File: src/rtl/fifo_frame_reader.sv
// Drains the TX byte FIFO into length-announced frames; first m_valid lands RD_LATENCY+1 cycles after frame_start.
// Reads are credit-limited to SKID_DEPTH outstanding bytes, so m_ready backpressure never overflows the skid buffer.
module fifo_frame_reader #(
   parameter int DATA_WIDTH  = 8,
   parameter int DEPTH_WIDTH = 10,
   parameter int PKT_LEN     = 256,
   parameter int TIMEOUT     = 1000,
   parameter int RD_LATENCY  = 2,
   parameter int SKID_DEPTH  = 4
) (
   input  logic                  clk,
   input  logic                  rst_n,
   input  logic                  fifo_wr_en,
   output logic                  fifo_rd_en,
   input  logic [DATA_WIDTH-1:0] fifo_rd_data,
   input  logic                  fifo_rd_empty,
   output logic                  frame_start,
   output logic [15:0]           frame_len,
   output logic                  m_valid,
   output logic [DATA_WIDTH-1:0] m_data,
   output logic                  m_last,
   input  logic                  m_ready
);

   localparam int LW  = DEPTH_WIDTH + 1;
   localparam int TW  = $clog2(TIMEOUT + 1);
   localparam int PW  = $clog2(SKID_DEPTH);
   localparam int SCW = $clog2(SKID_DEPTH + 1);
   localparam int CW  = $clog2(SKID_DEPTH + RD_LATENCY + 1);

   typedef enum logic [1:0] {IDLE, START, STREAM} state_t;

   state_t                 state_q, state_d;
   logic [LW-1:0]          lvl_q, lvl_d;
   logic [TW-1:0]          timer_q, timer_d;
   logic                   frame_start_q, frame_start_d;
   logic [15:0]            frame_len_q, frame_len_d;
   logic [15:0]            req_left_q, req_left_d;
   logic [15:0]            sent_q, sent_d;
   logic [RD_LATENCY-1:0]  pipe_q, pipe_d;
   logic [DATA_WIDTH-1:0]  skid_mem_q [SKID_DEPTH];
   logic [DATA_WIDTH-1:0]  skid_mem_d [SKID_DEPTH];
   logic [PW-1:0]          skid_wp_q, skid_wp_d;
   logic [PW-1:0]          skid_rp_q, skid_rp_d;
   logic [SCW-1:0]         skid_cnt_q, skid_cnt_d;

   logic          rd_issue;
   logic          push;
   logic          pop;
   logic          full_pkt;
   logic          flush;
   logic          lvl_chg;
   logic [CW-1:0] credit_used;

   assign frame_start = frame_start_q;
   assign frame_len   = frame_len_q;
   assign m_valid     = (skid_cnt_q != '0);
   assign m_data      = skid_mem_q[skid_rp_q];
   assign m_last      = m_valid && (sent_q == frame_len_q - 16'd1);
   assign fifo_rd_en  = rd_issue;

   always_comb begin
      credit_used = CW'(skid_cnt_q);
      for (int i = 0; i < RD_LATENCY; i++) begin
         credit_used = credit_used + CW'(pipe_q[i]);
      end
      // Reads may start in START: req_left is already loaded there, which saves a cycle of latency
      rd_issue = (state_q != IDLE) && (req_left_q != 16'd0) && (lvl_q != '0) &&
                 !fifo_rd_empty && (credit_used < CW'(SKID_DEPTH));
      push     = pipe_q[RD_LATENCY-1];
      pop      = m_valid && m_ready;
      full_pkt = (lvl_q >= LW'(PKT_LEN));
      lvl_chg  = fifo_wr_en ^ rd_issue;
      flush    = (state_q == IDLE) && (lvl_q != '0) && !full_pkt && (timer_q == TW'(TIMEOUT - 1));

      lvl_d = lvl_q + LW'(fifo_wr_en) - LW'(rd_issue);

      timer_d = timer_q;
      if ((state_q != IDLE) || (lvl_q == '0) || full_pkt || lvl_chg) begin
         timer_d = '0;
      end else if (timer_q != TW'(TIMEOUT - 1)) begin
         timer_d = timer_q + TW'(1);
      end

      pipe_d[0] = rd_issue;
      for (int i = 1; i < RD_LATENCY; i++) begin
         pipe_d[i] = pipe_q[i-1];
      end

      skid_mem_d = skid_mem_q;
      skid_wp_d  = skid_wp_q;
      skid_rp_d  = skid_rp_q;
      if (push) begin
         skid_mem_d[skid_wp_q] = fifo_rd_data;
         skid_wp_d = (skid_wp_q == PW'(SKID_DEPTH - 1)) ? '0 : skid_wp_q + PW'(1);
      end
      if (pop) begin
         skid_rp_d = (skid_rp_q == PW'(SKID_DEPTH - 1)) ? '0 : skid_rp_q + PW'(1);
      end
      skid_cnt_d = skid_cnt_q + SCW'(push) - SCW'(pop);

      state_d       = state_q;
      frame_start_d = 1'b0;
      frame_len_d   = frame_len_q;
      req_left_d    = req_left_q;
      sent_d        = sent_q;
      case (state_q)
         IDLE: begin
            if (full_pkt) begin
               state_d       = START;
               frame_start_d = 1'b1;
               frame_len_d   = 16'(PKT_LEN);
               req_left_d    = 16'(PKT_LEN);
               sent_d        = 16'd0;
            end else if (flush) begin
               state_d       = START;
               frame_start_d = 1'b1;
               frame_len_d   = 16'(lvl_q);
               req_left_d    = 16'(lvl_q);
               sent_d        = 16'd0;
            end
         end
         START:   state_d = STREAM;
         STREAM:  state_d = STREAM;
         default: state_d = IDLE;
      endcase

      if (rd_issue) begin
         req_left_d = req_left_q - 16'd1;
      end
      if (pop) begin
         sent_d = sent_q + 16'd1;
         if (m_last) begin
            sent_d  = 16'd0;
            state_d = IDLE;
         end
      end
   end

   always_ff @(posedge clk or negedge rst_n) begin
      if (!rst_n) begin
         state_q       <= IDLE;
         lvl_q         <= '0;
         timer_q       <= '0;
         frame_start_q <= 1'b0;
         frame_len_q   <= 16'd0;
         req_left_q    <= 16'd0;
         sent_q        <= 16'd0;
         pipe_q        <= '0;
         skid_wp_q     <= '0;
         skid_rp_q     <= '0;
         skid_cnt_q    <= '0;
         for (int i = 0; i < SKID_DEPTH; i++) begin
            skid_mem_q[i] <= '0;
         end
      end else begin
         state_q       <= state_d;
         lvl_q         <= lvl_d;
         timer_q       <= timer_d;
         frame_start_q <= frame_start_d;
         frame_len_q   <= frame_len_d;
         req_left_q    <= req_left_d;
         sent_q        <= sent_d;
         pipe_q        <= pipe_d;
         skid_wp_q     <= skid_wp_d;
         skid_rp_q     <= skid_rp_d;
         skid_cnt_q    <= skid_cnt_d;
         skid_mem_q    <= skid_mem_d;
      end
   end

endmodule

File: config.mk
export PLATFORM = sky130hd
export DESIGN_NAME = fifo_frame_reader
export DESIGN_NICKNAME = d
export VERILOG_FILES = /design/src/rtl/fifo_frame_reader.sv
export SDC_FILE = /design/constraint.sdc
export NUM_CORES = 1
export LEC_CHECK = 0
export CAP_MARGIN = 5
export CORE_AREA = 2 2 128 130
export CTS_CLUSTER_SIZE = 28
export DETAILED_ROUTE_END_ITERATION = 6
export DIE_AREA = 0 0 130 132
export GPL_TIMING_DRIVEN = 0
export HOLD_SLACK_MARGIN = 0.12
export PLACE_DENSITY = 0.55
export SYNTH_ARGS = -nofsm -noshare
export SYNTH_HDL_FRONTEND = slang
export SYNTH_SLANG_ARGS = --single-unit
File: constraint.sdc
create_clock -name clk -period 14.59 [get_ports clk]
set_clock_uncertainty 0.1 [all_clocks]
set_input_delay 4.377 -clock clk [delete_from_list [all_inputs] [get_ports clk]]
set_output_delay 4.377 -clock clk [all_outputs]
set_load 0.02 [all_outputs]
==> impl_results.md <==
- Status: finished, final reports clean
- Post-synth EDFFs: 0
- Clock tree sinks: 108
- Hold_buf cts: 0
- Critical path class: primary input to output pin
- Starting Density: 0.3769
- HP Class: flop to flop
- GPL Wtd Cong: 0.8123
- Commonest cells after routing, fill and taps aside: dfrtp_1 (108), nand2_1 (49), nor2_1 (47)
- Cell row count: 46
- Full die area: 0.01716 mm^2
- Post-DRT Antenna Nets: 0
- Die Width: between 100 and 150 um
- Seq pwr share: 0.347
- Port bufs: 35
- Startpoint types: primary input
- Finished Cell Area: 0.006980 mm^2
- Vias: about 4300
- Root buffer cell: clkbuf_16
- CP arrival: 6.37 ns
- Logic pwr share: 0.418
- Leakage: 2.997 nW
- Cells after Synth: 561
- Area share of the largest cell type after synthesis: 0.4564
- Hold WS: 0.3056 ns
- Clock share of power: 0.236
- Final total power: 1.357 mW
- Top cells by area, synth: dfrtp_1 (46%), mux2_2 (6.5%), ha_1 (5.9%), xor2_1 (3.7%), nand2_1 (3.1%)
- Asr flop ratio synth: 1.000
- Post-layout min period: 10.85 ns
- Io pins: 41
- Main synth FF type: dfrtp_1
- Sum of negative setup slack: 0 ns
- Router iterations before antenna repair: 4
- Clock Path Buffers: 2
- Ys Warns: 0
- TritonCTS Buffers: 9
- GRT Total Usage: 0.1639
- Worst endpoint required time: 10.11 ns
- Pint: 0.8838 mW
- Layout area overhead: 17.87%
- Initial antenna violation count: 0
- Cell Area, Placed: around 0.0066 mm^2
- H-tree depth: 3
- # setup viols final: 0
- Final non-filler cell total: 833
- Post-synthesis cell type count: 64
- GRT Residual Overflow: 0
- Number of setup buffers added after CTS: 0
- Max-cap violation count: 0
- Fmax: 92.21 MHz
- Vias per std cell: 5.192
- #FFs+latches synth: 108
- Mapped cell area: 0.005922 mm^2
- Share of cells above drive strength 1: 0.1313
- Cell taking the most area after synthesis: dfrtp_1
- Clock slew seen by the registers of the worst setup and hold paths: 0.07 ns
- Setup crit end kind: output pin
- Post-route clock period utilization: 0.7433
- First-pass GRT wire length: roughly 22000 um
- Post-DP HPWL: roughly 9600 um
- Sw frac: 0.3488
- PwrDens: between 150 and 200 mW/mm^2
- CP Max Fanout: 11
- Largest net degree at the start of global routing: just under 70
- Chip Height: 132 um
- Core Region: 0.01571 mm^2
- Final Max Slew Viols: 0
- Cell total after placement: 817
- Sw power: around 0.47 mW
- Avg WL per Cell: approximately 16 um
- Layout Nets: 655
- Skew-Pair Late Insertion Delay: 0.35 ns
- Reg2reg setup slack: around 9.4 ns
- Post-synthesis sequential area ratio: 0.4564
- DRT Wirelength: 13190 um
- RSZ-0062 raised after global routing: false
- DR iter-0 viols: 284
- Syn_area_per_cell: 10.56 um^2
- Slew @ Worst Pin: approximately 1.0 ns
- Max-slew headroom: 0.3279
- Antenna cell count: 0
- CTS tree: built
- Commonest non-fill, non-tap cell in the layout: dfrtp_1
- Number of global-route vias before repair: 4331
- CTS resizes: 0
- Hold Vio Cnt, Final: 0
- DRC: 0
- Peak supply drop: 120.4 uV
==> worst paths after layout <==
check / depth (start not counted) / end / start
max: 6 / fifo_rd_en / fifo_rd_empty
min: 0 / pipe_q[1] / pipe_q[0]
max reg2reg: 17 / lvl_q[10] / req_left_q[3]
min reg2reg: 0 / pipe_q[1] / pipe_q[0]
max in group asynchronous: 2 / frame_len[1] / rst_n
min in group asynchronous: 1 / lvl_q[8] / rst_n
==> cells by family (layout without fill, tap and decap cells) <==
family | count (synthesis) | after routing | synth area share
mux | 49 | 49 | 0.1069
xor+xnor | 38 | 38 | 0.05747
buf+inv | 53 | 105 | 0.03845
other cells | 1 | 5 | 0.0006332
simple gates | 182 | 182 | 0.1549
fa+ha+maj | 30 | 30 | 0.06592
compound gates | 100 | 100 | 0.1194
flops | 108 | 108 | 0.4564
==> layout make-up <==
type / instances / area, um^2
Fill cell: 1491 / 8732
Multi-Input combinational cell: 404 / 3007
Sequential cell: 108 / 2703
Timing Repair Buffer: 36 / 375.4
Tap cell: 216 / 270.3
Clock buffer: 10 / 239.0
Clock inverter: 6 / 158.9
Inverter: 33 / 123.9
Buffer: 20 / 103.9
==> metrics by stage <==
| stage | setup slack [ns] | utilization |
|---|---|---|
| final | 3.745 | 0.4443 |
| after global routing | 3.646 | 0.4443 |
| after CTS | 3.714 | 0.4443 |
| after detailed placement | 3.715 | 0.4189 |
| after global placement | 3.726 | 0.4173 |
| after floorplan | 4.950 | - |
==> registers in the layout, summed over array words and instances (netlist names) <==
| name | cells |
|---|---|
| skid_wp_q | 2 |
| timer_q | 10 |
| state_q | 2 |
| skid_cnt_q | 3 |
| skid_mem_q | 32 |
| req_left_q | 16 |
| sent_q | 16 |
| pipe_q | 2 |
| lvl_q | 11 |
| skid_rp_q | 2 |
| frame_start | 1 |
| frame_len | 11 |
==> per-layer routing <==
layer	track usage	routed length, um
met1	0.2181	6158
met2	0.2691	6456
met3	0.02232	340
met4	0.06511	235
met5	0	0
==> worst max-delay path, stage by stage <==
cell	delay (ns)
clkdlybuf4s50_1	0.43
nor3_1	0.24
o311a_4	0.24
buf_6	0.15
buf_2	0.27
clkdlybuf4s50_1	0.66
==> synth_stat cells, types with 3 or more instances <==
library cell	count
or3_1	4
xnor2_1	12
nor4_1	4
or4_1	4
a311oi_1	6
buf_4	5
ha_1	28
nand2b_1	4
inv_1	33
nand2_1	49
o41ai_1	3
a22o_1	4
nor2_1	47
mux4_2	8
o31ai_1	7
mux2_2	34
dfrtp_1	108
o311ai_0	3
a221oi_1	4
o211ai_1	5
and4_1	3
a21oi_1	14
xor2_1	25
mux2i_1	7
a31oi_1	4
nand4_1	9
nand3_1	11
o31a_1	3
and3_1	9
nor3_1	11
a21o_1	5
o21ai_0	25
nor2b_1	6
and2_1	5
clkbuf_1	11
==> power groups by stage <==
stage               Clock [mW]  Combinational [mW]  Sequential [mW]
detailed placement           0               0.570            0.476
finish                   0.320               0.567            0.470
global placement             0               0.548            0.470
CTS                      0.328               0.574            0.470
floorplan                    0               0.425            0.452
global route             0.342               0.631            0.484
Note: power is estimated with default switching activity, not from simulation.
